File: src/rtl/uart_tx_serializer.sv
// Byte-level UART transmitter: start bit, 8 data bits LSB first, optional parity, 1 or 2 stop bits.
// One byte per tx_start accepted in IDLE; tx and tx_busy come straight from flops.
module uart_tx_serializer #(
    parameter int CLK_FREQ  = 100_000_000,
    parameter int BAUD      = 115200,
    parameter int PARITY    = 0,
    parameter int STOP_BITS = 1
) (
    input  logic       clk,
    input  logic       reset,
    input  logic       tx_start,
    input  logic [7:0] tx_data,
    output logic       tx_busy,
    output logic       tx_done,
    output logic       tx
);

    localparam int CLKS_PER_BIT = CLK_FREQ / BAUD;
    localparam int BAUD_W       = (CLKS_PER_BIT > 2) ? $clog2(CLKS_PER_BIT) : 1;
    localparam logic [BAUD_W-1:0] BAUD_LAST = BAUD_W'(CLKS_PER_BIT - 1);
    localparam logic STOP_LAST  = 1'(STOP_BITS - 1);
    localparam logic PAR_INVERT = (PARITY == 2);

    if (CLKS_PER_BIT < 2) begin : g_bad_baud
        $error("uart_tx_serializer: CLK_FREQ/BAUD must be at least 2");
    end
    if (STOP_BITS != 1 && STOP_BITS != 2) begin : g_bad_stop
        $error("uart_tx_serializer: STOP_BITS must be 1 or 2");
    end
    if (PARITY < 0 || PARITY > 2) begin : g_bad_parity
        $error("uart_tx_serializer: PARITY must be 0, 1 or 2");
    end

    typedef enum logic [2:0] {
        S_IDLE,
        S_START,
        S_DATA,
        S_PARITY,
        S_STOP
    } state_t;

    state_t            r_state;
    logic [BAUD_W-1:0] r_baud;
    logic [2:0]        r_bit;
    logic              r_stop;
    logic [7:0]        r_shift;
    logic              r_par;
    logic              r_tx;
    logic              r_busy;
    logic              r_done;

    logic w_baud_end;
    assign w_baud_end = (r_baud == BAUD_LAST);

    always_ff @(posedge clk or posedge reset) begin
        if (reset) begin
            r_state <= S_IDLE;
            r_baud  <= '0;
            r_bit   <= '0;
            r_stop  <= 1'b0;
            r_shift <= '0;
            r_par   <= 1'b0;
            r_tx    <= 1'b1;
            r_busy  <= 1'b0;
            r_done  <= 1'b0;
        end else begin
            r_done <= 1'b0;
            if (r_state != S_IDLE) begin
                r_baud <= w_baud_end ? '0 : r_baud + 1'b1;
            end
            case (r_state)
                S_IDLE: begin
                    if (tx_start) begin
                        r_shift <= tx_data;
                        r_par   <= (^tx_data) ^ PAR_INVERT;
                        r_tx    <= 1'b0;
                        r_busy  <= 1'b1;
                        r_baud  <= '0;
                        r_state <= S_START;
                    end
                end
                S_START: begin
                    if (w_baud_end) begin
                        r_tx    <= r_shift[0];
                        r_shift <= r_shift >> 1;
                        r_bit   <= '0;
                        r_state <= S_DATA;
                    end
                end
                S_DATA: begin
                    if (w_baud_end) begin
                        if (r_bit == 3'd7) begin
                            // Parity was fixed at acceptance, so the shifted-out byte is not needed here
                            if (PARITY != 0) begin
                                r_tx    <= r_par;
                                r_state <= S_PARITY;
                            end else begin
                                r_tx    <= 1'b1;
                                r_stop  <= 1'b0;
                                r_state <= S_STOP;
                            end
                        end else begin
                            r_bit   <= r_bit + 1'b1;
                            r_tx    <= r_shift[0];
                            r_shift <= r_shift >> 1;
                        end
                    end
                end
                S_PARITY: begin
                    if (w_baud_end) begin
                        r_tx    <= 1'b1;
                        r_stop  <= 1'b0;
                        r_state <= S_STOP;
                    end
                end
                S_STOP: begin
                    if (w_baud_end) begin
                        if (r_stop == STOP_LAST) begin
                            r_busy  <= 1'b0;
                            r_done  <= 1'b1;
                            r_state <= S_IDLE;
                        end else begin
                            r_stop <= 1'b1;
                        end
                    end
                end
                default: begin
                    r_tx    <= 1'b1;
                    r_busy  <= 1'b0;
                    r_state <= S_IDLE;
                end
            endcase
        end
    end

    assign tx      = r_tx;
    assign tx_busy = r_busy;
    assign tx_done = r_done;

endmodule

File: config.mk
export PLATFORM = sky130hd
export DESIGN_NAME = uart_tx_serializer
export DESIGN_NICKNAME = d
export VERILOG_FILES = /design/src/rtl/uart_tx_serializer.sv
export SDC_FILE = /design/constraint.sdc
export NUM_CORES = 1
export LEC_CHECK = 0
export CAP_MARGIN = 20
export CORE_ASPECT_RATIO = 0.5
export CORE_MARGIN = 10
export CORE_UTILIZATION = 34
export CTS_CLUSTER_DIAMETER = 200
export CTS_CLUSTER_SIZE = 24
export DETAILED_ROUTE_END_ITERATION = 16
export GPL_TIMING_DRIVEN = 0
export HOLD_SLACK_MARGIN = 0.15
export PLACE_DENSITY = 0.61
export SLEW_MARGIN = 10
export SYNTH_ARGS = -nofsm -noshare
export SYNTH_HDL_FRONTEND = slang
export SYNTH_SLANG_ARGS = --single-unit
File: constraint.sdc
create_clock -name clk -period 2.2 [get_ports clk]
set_input_delay 0.22 -clock clk [delete_from_list [all_inputs] [get_ports clk]]
set_output_delay 0.22 -clock clk [all_outputs]
set_load 0.005 [all_outputs]
==> metrics.txt, run 1 <==
Crit Path Max Fanout=10; CP Capture Type=flip-flop; total congestion overflow=0; maximum vdd ir drop=roughly 0.18 mV; number of synthesized flops with an enable pin=0; 1st-iter DRT viols=61; Worst Skew=about 0.0047 ns; first-pass GRT wire length=~5.3 mm; Clock Pin Slew Worst Setup and Hold Paths=around 0.090 ns; root buffer cell=clkbuf_8; most frequent cells in the layout=26 x dfrtp_1, 13 x clkdlybuf4s50_1, 12 x o21ai_0, 10 x nand2_1, 9 x nor2_1; final instance area=0.001730 mm2; Static Leakage=about 0.00073 uW; required time of the critical path=~2.4 ns; asr flop ratio synth=100.0%; largest net degree at the start of global routing=28; Synth Instances=between 100 and 150; cts bufs inserted=3; Die Area=between 0.007 and 0.008 mm2; layout cells sized above 1=under 10%; most common cell after layout, fill and taps aside=dfrtp_1; worst-skew pair later-pin latency=~0.27 ns; Crit Path Category=flip-flop to flip-flop; worst min path class=input port to async pin; Sink Count=27; Die Y=between 60 and 70 um; CTS tree=done; Reg2Reg Depth=6; I/O pins=14; Port Buffer Count=13; worst endpoint data arrival time=approximately 2.2 ns; detailed-route via count=between 1k and 1.5k; fmax=slightly below 0.5 GHz; Yosys cell types=39; Hold-fix buffers, CTS=0; hpwl dp=between 2 and 2.5 mm; DRT Pass-1 Iters=4; Antenna Nets Post-Route=0; Nets=between 150 and 200; clock period minus worst slack=slightly above 2 ns; num rows=16; Power Density=480.9 mW/mm2; GRT Max-Usage Layer=met2; ANT cells=0; Cells after DPL=between 200 and 250; core box area=0.003944 mm2; Die Width=around 110 um; # setup viols final=0; post-synthesis sequential area ratio=47.88%; Max-cap violations=0; Starting Density=35.85%; final period utilization=~90%; Max clock buf depth=2; Hold Vio Cnt, Final=0; Avg Vias per Cell=~5.3; met1 Usage GRT=between 10 and 15%; fin. max-slew vios=0; Global Route met3 Usage=around 2.4%; status=completed; dpl cell area=roughly 0.0016 mm2; Placer Congestion=slightly below 0.8; Worst-Margin Slew=approximately 0.64 ns; routed wire length=roughly 3 mm; CP Launch Type=flip-flop; synthesized area=around 0.0014 mm2; Syn Nets=156; relative slew slack=between 50% and 60%; final worst slack=around 0.17 ns; Mean Syn Cell Area=around 10 um2; Synth Warn #=0; H-tree level count=1; area grow syn2layout=22.39%; GR Util met2=13.88%; pre-CTS WS=about 0.082 ns; All-Layer GR Usage=under 10%; Cell Count, Final, Fillers Out=roughly 220; Fin Setup TNS=0 ns; Remaining DRCs=0; vias in the first global route=approximately 1.1k; mean routed wirelength per cell=13.91 um; initial antenna violation count=0; unrepaired setup endpoints after global routing=yes; ys flop type=dfrtp_1; flops & latches, synth=27
## synth_stat cells, drive strengths merged (3+ instances only)
cell type / number / area share [%]
a21oi: 4 / 1.4
and3: 4 / 1.8
o21ai: 12 / 4.2
a221o: 7 / 5.0
ha: 3 / 2.7
or3: 4 / 2.1
a21o: 3 / 1.6
clkbuf: 3 / 0.80
nor3: 7 / 3.6
inv: 7 / 1.9
nor2: 9 / 2.4
and2: 7 / 3.1
a22o: 3 / 1.9
nand2: 10 / 2.7
nand3: 6 / 2.1
o31ai: 3 / 1.9
dfrtp: 26 / 46
## area by class of cell
cell class / instances / area, um2
timing repair buffer: 16 / 172.7
inverter: 7 / 26.28
sequential: 27 / 676.9
fill: 366 / 2213
buffer: 5 / 26.28
multi-input combinational: 103 / 715.7
tap: 54 / 67.56
clock buffer: 4 / 45.04
## cell families (layout without fill, tap and decap cells)
group / count (synthesis) / in the layout / share of synthesized area (%)
muxes: 1 / 1 / 0.7080
adders and majority gates: 3 / 3 / 2.655
DFF: 27 / 27 / 47.88
buffers and inverters: 12 / 32 / 3.717
and+or+nand+nor: 56 / 56 / 22.30
xor gates and xnor gates: 1 / 1 / 0.6196
AOI/OAI and AO/OA: 42 / 42 / 22.12
## critical path, cell delays in order (launching register included)
cell and delay [ns]:
dfrtp_1 0.41, ha_1 0.24, nand4b_1 0.26, or3_1 0.43, buf_6 0.16, o31a_1 0.27, o22a_1 0.19
## state kept, by name, indices dropped and copies added (netlist names)
register and flops:
tx 1, r_state 3, tx_done 1, r_bit 3
r_shift 8, r_baud 10, tx_busy 1
## layer usage
metal,wire (um),vias to the layer above
li1,-,566
met1,1480,563
met2,1368,21
met3,133,2
met4,22,0
met5,0,-
## timing repair
item | 4_1_cts | 5_1_grt
resized for setup | 0 | 4
buffers inserted | 0 | 2
setup endpoints to repair | 0 | 12
## through the flow
step | hold WS, ns | total power, uW | util, %
finish | 0.2428 | 832.1 | 43.88
global route | 0.2601 | 876.3 | 43.88
CTS | 0.5226 | 844.0 | 42.01
detailed placement | 0.5001 | 554.4 | 40.86
global placement | 0.4922 | 554.0 | 40.86
floorplan | 0.2720 | 531.2 | -
## worst paths after layout
kind | end | start | slack (ns)
min | r_baud[1] | reset | 0.24
max | tx | r_baud[0] | 0.17
max in group asynchronous | tx | reset | 1.43
max reg2reg | tx | r_baud[0] | 0.17
min in group clk | tx | tx | 0.52
min reg2reg | tx | tx | 0.52
## power by group
group	internal [uW]	total (uW)	switching [uW]	leakage (uW)
Clock	130	282	153	0.0000228
Sequential	503	508	4.66	0.000334
Combinational	26.8	41.6	14.8	0.000377
(Power assumes the default switching activity.)
==> run 2, diff against run 1 <==
--- a/config.mk
+++ b/config.mk
@@ -6,6 +6,8 @@
 export NUM_CORES = 1
 export LEC_CHECK = 0
 export CAP_MARGIN = 20
+export CELL_PAD_IN_SITES_DETAIL_PLACEMENT = 0
+export CELL_PAD_IN_SITES_GLOBAL_PLACEMENT = 1
 export CORE_ASPECT_RATIO = 0.5
 export CORE_MARGIN = 10
 export CORE_UTILIZATION = 34
@@ -14,7 +16,7 @@
 export DETAILED_ROUTE_END_ITERATION = 16
 export GPL_TIMING_DRIVEN = 0
 export HOLD_SLACK_MARGIN = 0.15
-export PLACE_DENSITY = 0.61
+export PLACE_DENSITY = 0.75
 export SLEW_MARGIN = 10
 export SYNTH_ARGS = -nofsm -noshare
 export SYNTH_HDL_FRONTEND = slang
==> constraint.sdc (replaced) <==
create_clock -name clk -period 1.8 [get_ports clk]
set_input_delay 0.18 -clock clk [delete_from_list [all_inputs] [get_ports clk]]
set_output_delay 0.18 -clock clk [all_outputs]
set_load 0.005 [all_outputs]
==> run 2 against run 1 <==
  * The flow now finishes with violations (negative setup slack)
  * Clock-buffer cell count unchanged
  * Largest power group unchanged
  * Final cell count up 4.2%
  * Setup slack worse by 0.23 ns
==> metrics.txt, run 2 (synthesis results as in run 1) <==
Port Buffer Count=13; worst hold slack=~0.19 ns; hpwl dp=2.198 mm; Storage cell area=just under 700 um2; Max-cap violations=0; Static Leakage=0.0007989 uW; vias in the first global route=~1.2k; area grow syn2layout=35.22%; DRT Pass-1 Iters=4; Clock power frac=34.3%; final worst slack=-0.06142 ns; detailed-route via count=1214; unrepaired setup endpoints after global routing=yes; H-tree level count=1; Clock Pin Slew Worst Setup and Hold Paths=about 0.10 ns; Fill cells=340; Int Power=between 800 and 900 uW; layout cells sized above 1=24.56%; Remaining DRCs=0; CP Launch Type=flip-flop; relative slew slack=between 60 and 70%; fmax=approximately 0.54 GHz; Seq pwr share=a little over 60%; Nets=around 190; Buf/Inv on CP=1; required time of the critical path=about 2 ns; Sw Ratio=about a fifth; worst-skew pair later-pin latency=between 0.2 and 0.3 ns; most common cell after layout, fill and taps aside=dfrtp_1; Multi-input gate area=817.0 um2; Starting Density=35.85%; Die Area=about 0.0073 mm2; final period utilization=103.4%; max reg flops=10; initial antenna violation count=0; Logic pwr share=5.1%; maximum vdd ir drop=around 0.26 mV; worst endpoint data arrival time=~2.1 ns; Crit Path Max Fanout=7; failing checks=negative setup slack; Final Core Density=approximately half; Most flops, register=r_baud; Die Width=111.2 um; clock period minus worst slack=1.861 ns; Worst Skew=0.006723 ns; 1st-iter DRT viols=44; first-pass GRT wire length=5.761 mm; # setup viols final=11; Max clock buf depth=2; total congestion overflow=0; fin. max-slew vios=0; status=finished, violations left; crit-path leading delay family=simple AND/OR/NAND/NOR gates; Largest regs=r_baud x10, r_shift x8; CP max-delay cell=or3_4; Hold Vio Cnt, Final=0; worst-path cell chain=or3_4 -> or3_4 -> nor3_4 -> buf_6 -> a221o_1; Crit Reg-Reg Startpoint=r_baud[2]; Avg Vias per Cell=approximately 5.4; root buffer cell=clkbuf_8; Power Density=536.1 mW/mm2; mean routed wirelength per cell=between 10 and 15 um; CTS tree=done; Fin Setup TNS=-0.5025 ns; ANT cells=0; most frequent cells in the layout=23 x dfrtp_1, 13 x clkdlybuf4s50_1, 11 x buf_4, 10 x nand2_1, 10 x o21ai_0; Sink Count=27; Crit path top cell by count=or3_4; num rows=16; Crit Path Category=flip-flop to flip-flop; CP Capture Type=flip-flop; cts bufs inserted=3; core box area=~0.004 mm2; Largest stage delay, worst path=between 0.4 and 0.5 ns; Die Y=65.60 um; Psw=between 200 and 250 uW; I/O pins=14; largest net degree at the start of global routing=28; worst min path class=input port to async pin; Placer Congestion=just under 0.8; Hold-fix buffers, CTS=0; Setup crit start=r_baud[2]; All-Layer GR Usage=between 9 and 10%; Antenna Nets Post-Route=0; Worst-Margin Slew=approximately 0.53 ns; routed wire length=~3.3 mm
==> run 2: path summary, 6_finish.rpt <==
| kind | end | slack, ns | depth (start not counted) |
|---|---|---|---|
| worst min register to register | r_shift[2] | 0.52 | 1 |
| min in group clk | r_shift[7] | 0.51 | 2 |
| max in group asynchronous | tx | 1.08 | 3 |
| worst max register to register | r_shift[6] | -0.06 | 5 |
| worst max-delay path | r_shift[6] | -0.06 | 5 |
| worst min-delay path | r_baud[6] | 0.19 | 2 |
==> run 2: layout make-up <==
class                      instances  area share (%)
sequential                        27           35.60
tap                               54           3.534
timing repair buffer              27           13.74
buffer                             3          0.6545
multi-input combinational        103           42.74
clock buffer                       4           2.356
inverter                           7           1.374
==> run 2: stage by stage <==
step           cell area [um2]  power (uW)  instances  worst slack, ns
2_1_floorplan             1414       649.3        142         0.001513
3_3_place_gp              1612       677.1        209          -0.2675
3_5_place_dp              1612       678.1        209          -0.2994
4_1_cts                   1793        1030        223         -0.04607
5_1_grt                   1912        1070        225          -0.1153
6_report                  1912        1025        225         -0.06142
==> run 2: worst register-to-register path: cells and delay by family, from the launching register on <==
| family | cells | cell delay, ns |
|---|---|---|
| simple gates | 3 | 1.09 |
| flops | 1 | 0.41 |
| buf+inv | 1 | 0.15 |
| compound gates | 1 | 0.14 |
==> run 2: power groups by stage <==
stage | combinational, uW | sequential, uW | clock [uW]
floorplan | 18.4 | 631 | 0
detailed placement | 45.7 | 632 | 0
global placement | 44.5 | 633 | 0
global route | 58.4 | 622 | 389
CTS | 45.7 | 621 | 364
finish | 52.6 | 621 | 352
==> run 2: per-layer routing <==
metal	routed length [um]	GRT usage (%)	up-vias
met1	1536	11.13	604
met4	21	2.389	0
met5	0	0	-
met2	1592	15.48	22
li1	-	-	586
met3	104	2.717	2
==> run 2: timing repair <==
item / 4_1_cts / 5_1_grt
hold endpoints to repair: 0 / 0
endpoints found under the setup margin: 19 / 24
pin swaps: 5 / 8
resized for setup: 14 / 15
buffers inserted: 10 / 3
==> run 3, diff against run 2 <==
--- a/config.mk
+++ b/config.mk
@@ -5,7 +5,6 @@
 export SDC_FILE = /design/constraint.sdc
 export NUM_CORES = 1
 export LEC_CHECK = 0
-export CAP_MARGIN = 20
 export CELL_PAD_IN_SITES_DETAIL_PLACEMENT = 0
 export CELL_PAD_IN_SITES_GLOBAL_PLACEMENT = 1
 export CORE_ASPECT_RATIO = 0.5
==> run 3 against run 2 <==
  * Largest power group unchanged
  * Largest cell class unchanged
  * Clock-buffer cell count did not move
  * The run still ends with negative setup slack left
  * Total power fell by 0.50%
  * Sequential share of layout area up 0.52 points
  * Combinational power shrank 14%
  * Clock power about the same
  * Hold slack improved by 0.28 ns
==> metrics.txt, run 3 (synthesis results as in run 1) <==
status=finished, violations left; required time of the critical path=1.97 ns; clock period minus worst slack=between 1.5 and 2 ns; Antenna Nets Post-Route=0; Worst-Margin Slew=1.084 ns; hpwl dp=about 2.2 mm; Clock Pin Slew Worst Setup and Hold Paths=approximately 0.10 ns; relative slew slack=around 28%; most common cell after layout, fill and taps aside=dfrtp_1; final period utilization=103.2%; Crit Path Max Fanout=4; H-tree level count=1; Cells after DPL=around 210; routed wire length=roughly 3.2 mm; CP Capture Type=flip-flop; Power Density=541.3 mW/mm2; Largest regs=r_baud x10, r_shift x8; worst min path class=input port to async pin; Die Area=~0.0073 mm2; Most flops, register=r_baud; Storage cell area=between 600 and 700 um2; Crit Reg-Reg Startpoint=r_baud[2]; Hold-fix buffers, CTS=0; mean routed wirelength per cell=roughly 14 um; unrepaired setup endpoints after global routing=yes; CP max-delay cell=or3_4; worst endpoint data arrival time=2.03 ns; ANT cells=0; Largest stage delay, worst path=about 0.42 ns; I/O pins=14; Fill cells=~340; CP Launch Type=flip-flop; Setup crit start=r_baud[2]; Remaining DRCs=0; worst-skew pair later-pin latency=between 0.2 and 0.3 ns; final worst slack=-0.05784 ns; root buffer cell=clkbuf_8; detailed-route via count=roughly 1.2k; most frequent cells in the layout=23 x dfrtp_1, 13 x clkdlybuf4s50_1, 11 x buf_4, 10 x nand2_1, 10 x o21ai_0; Static Leakage=0.0007863 uW; failing checks=negative setup slack; area grow syn2layout=33.27%; total congestion overflow=0; Worst Skew=between 0.004 and 0.005 ns; Placer Congestion=0.7799; Crit path top cell by count=buf_4; Die Y=65.60 um; # setup viols final=11; Hold Vio Cnt, Final=0; Starting Density=between 30 and 40%; Max clock buf depth=2; All-Layer GR Usage=roughly 9.1%; Die Width=~110 um; layout cells sized above 1=24.12%; fin. max-slew vios=0; 1st-iter DRT viols=65; first-pass GRT wire length=slightly below 6 mm; Nets=approximately 190; Port Buffer Count=13; CTS tree=done; Max-cap violations=0; Avg Vias per Cell=between 5 and 6; Multi-input gate area=approximately 800 um2; maximum vdd ir drop=between 0.2 and 0.3 mV; Crit Path Category=flip-flop to flip-flop; worst-path cell chain=or3_4 -> buf_4 -> nor3_4 -> buf_4 -> o21ai_0 -> a32o_1; largest net degree at the start of global routing=28; vias in the first global route=1199; initial antenna violation count=0; core box area=a little under 0.004 mm2; num rows=16; max reg flops=10; Cell Count, Final, Fillers Out=224; Overall Power=a little over 1000 uW; Sink Count=27; fmax=approximately 0.54 GHz; cts bufs inserted=3; DRT Pass-1 Iters=4
==> run 3: power breakdown <==
part | leakage, uW | internal (uW) | switching [uW]
clock network | 0.0000228 | 159 | 195
registers | 0.000331 | 615 | 5.30
logic | 0.000433 | 27.0 | 18.2
total | 0.000786 | 801 | 219
==> run 3: worst max-delay path: cells and delay by family, from the launching register on <==
family / cells / cell delay [ns]
compound gates: 2 / 0.39
buf+inv: 2 / 0.33
flops: 1 / 0.41
simple gates: 2 / 0.63
==> run 3: final timing paths <==
| path | end | slack (ns) | cells after the start |
|---|---|---|---|
| worst max-delay path | r_state[1] | -0.06 | 6 |
| worst min-delay path | r_shift[1] | 0.47 | 2 |
| worst max register to register | r_state[1] | -0.06 | 6 |
| worst min register to register | r_shift[3] | 0.52 | 1 |
| max in group asynchronous | r_baud[1] | 0.61 | 2 |
| min in group clk | r_shift[7] | 0.51 | 2 |
==> run 3: cell type report <==
cell class | instances | share of cell area [%]
Buffer | 3 | 0.6640
Clock buffer | 4 | 2.390
Inverter | 7 | 1.394
Multi-Input combinational cell | 103 | 43.36
Sequential cell | 27 | 36.12
Tap cell | 54 | 3.586
Timing Repair Buffer | 26 | 12.48
==> run 3: per-layer routing <==
layer / GRT usage [%] / routed length (um) / vias up
li1: - / - / 585
met1: 11.13 / 1503 / 615
met2: 15.48 / 1600 / 24
met3: 2.717 / 117 / 2
met4: 2.389 / 21 / 0
met5: 0 / 0 / -
==> run 3: timing repair <==
action                                  4_1_cts  5_1_grt
pin swaps                                     5        8
resized for setup                            14       15
buffers inserted                             10        3
endpoints found under the setup margin       19       24
==> run 3: metrics by stage <==
step / setup TNS (ns) / cell area [um2] / worst slack [ns] / utilization (%) / hold WS (ns)
after floorplan: 0 / 1414 / 0.001513 / - / 0.2320
after global placement: -3.161 / 1612 / -0.2675 / 40.86 / 0.4926
after detailed placement: -3.322 / 1612 / -0.2994 / 40.86 / 0.4992
after CTS: -0.1667 / 1793 / -0.04607 / 45.46 / 0.5060
after global routing: -1.080 / 1884 / -0.1153 / 47.78 / 0.5113
final: -0.4275 / 1884 / -0.05784 / 47.78 / 0.4690
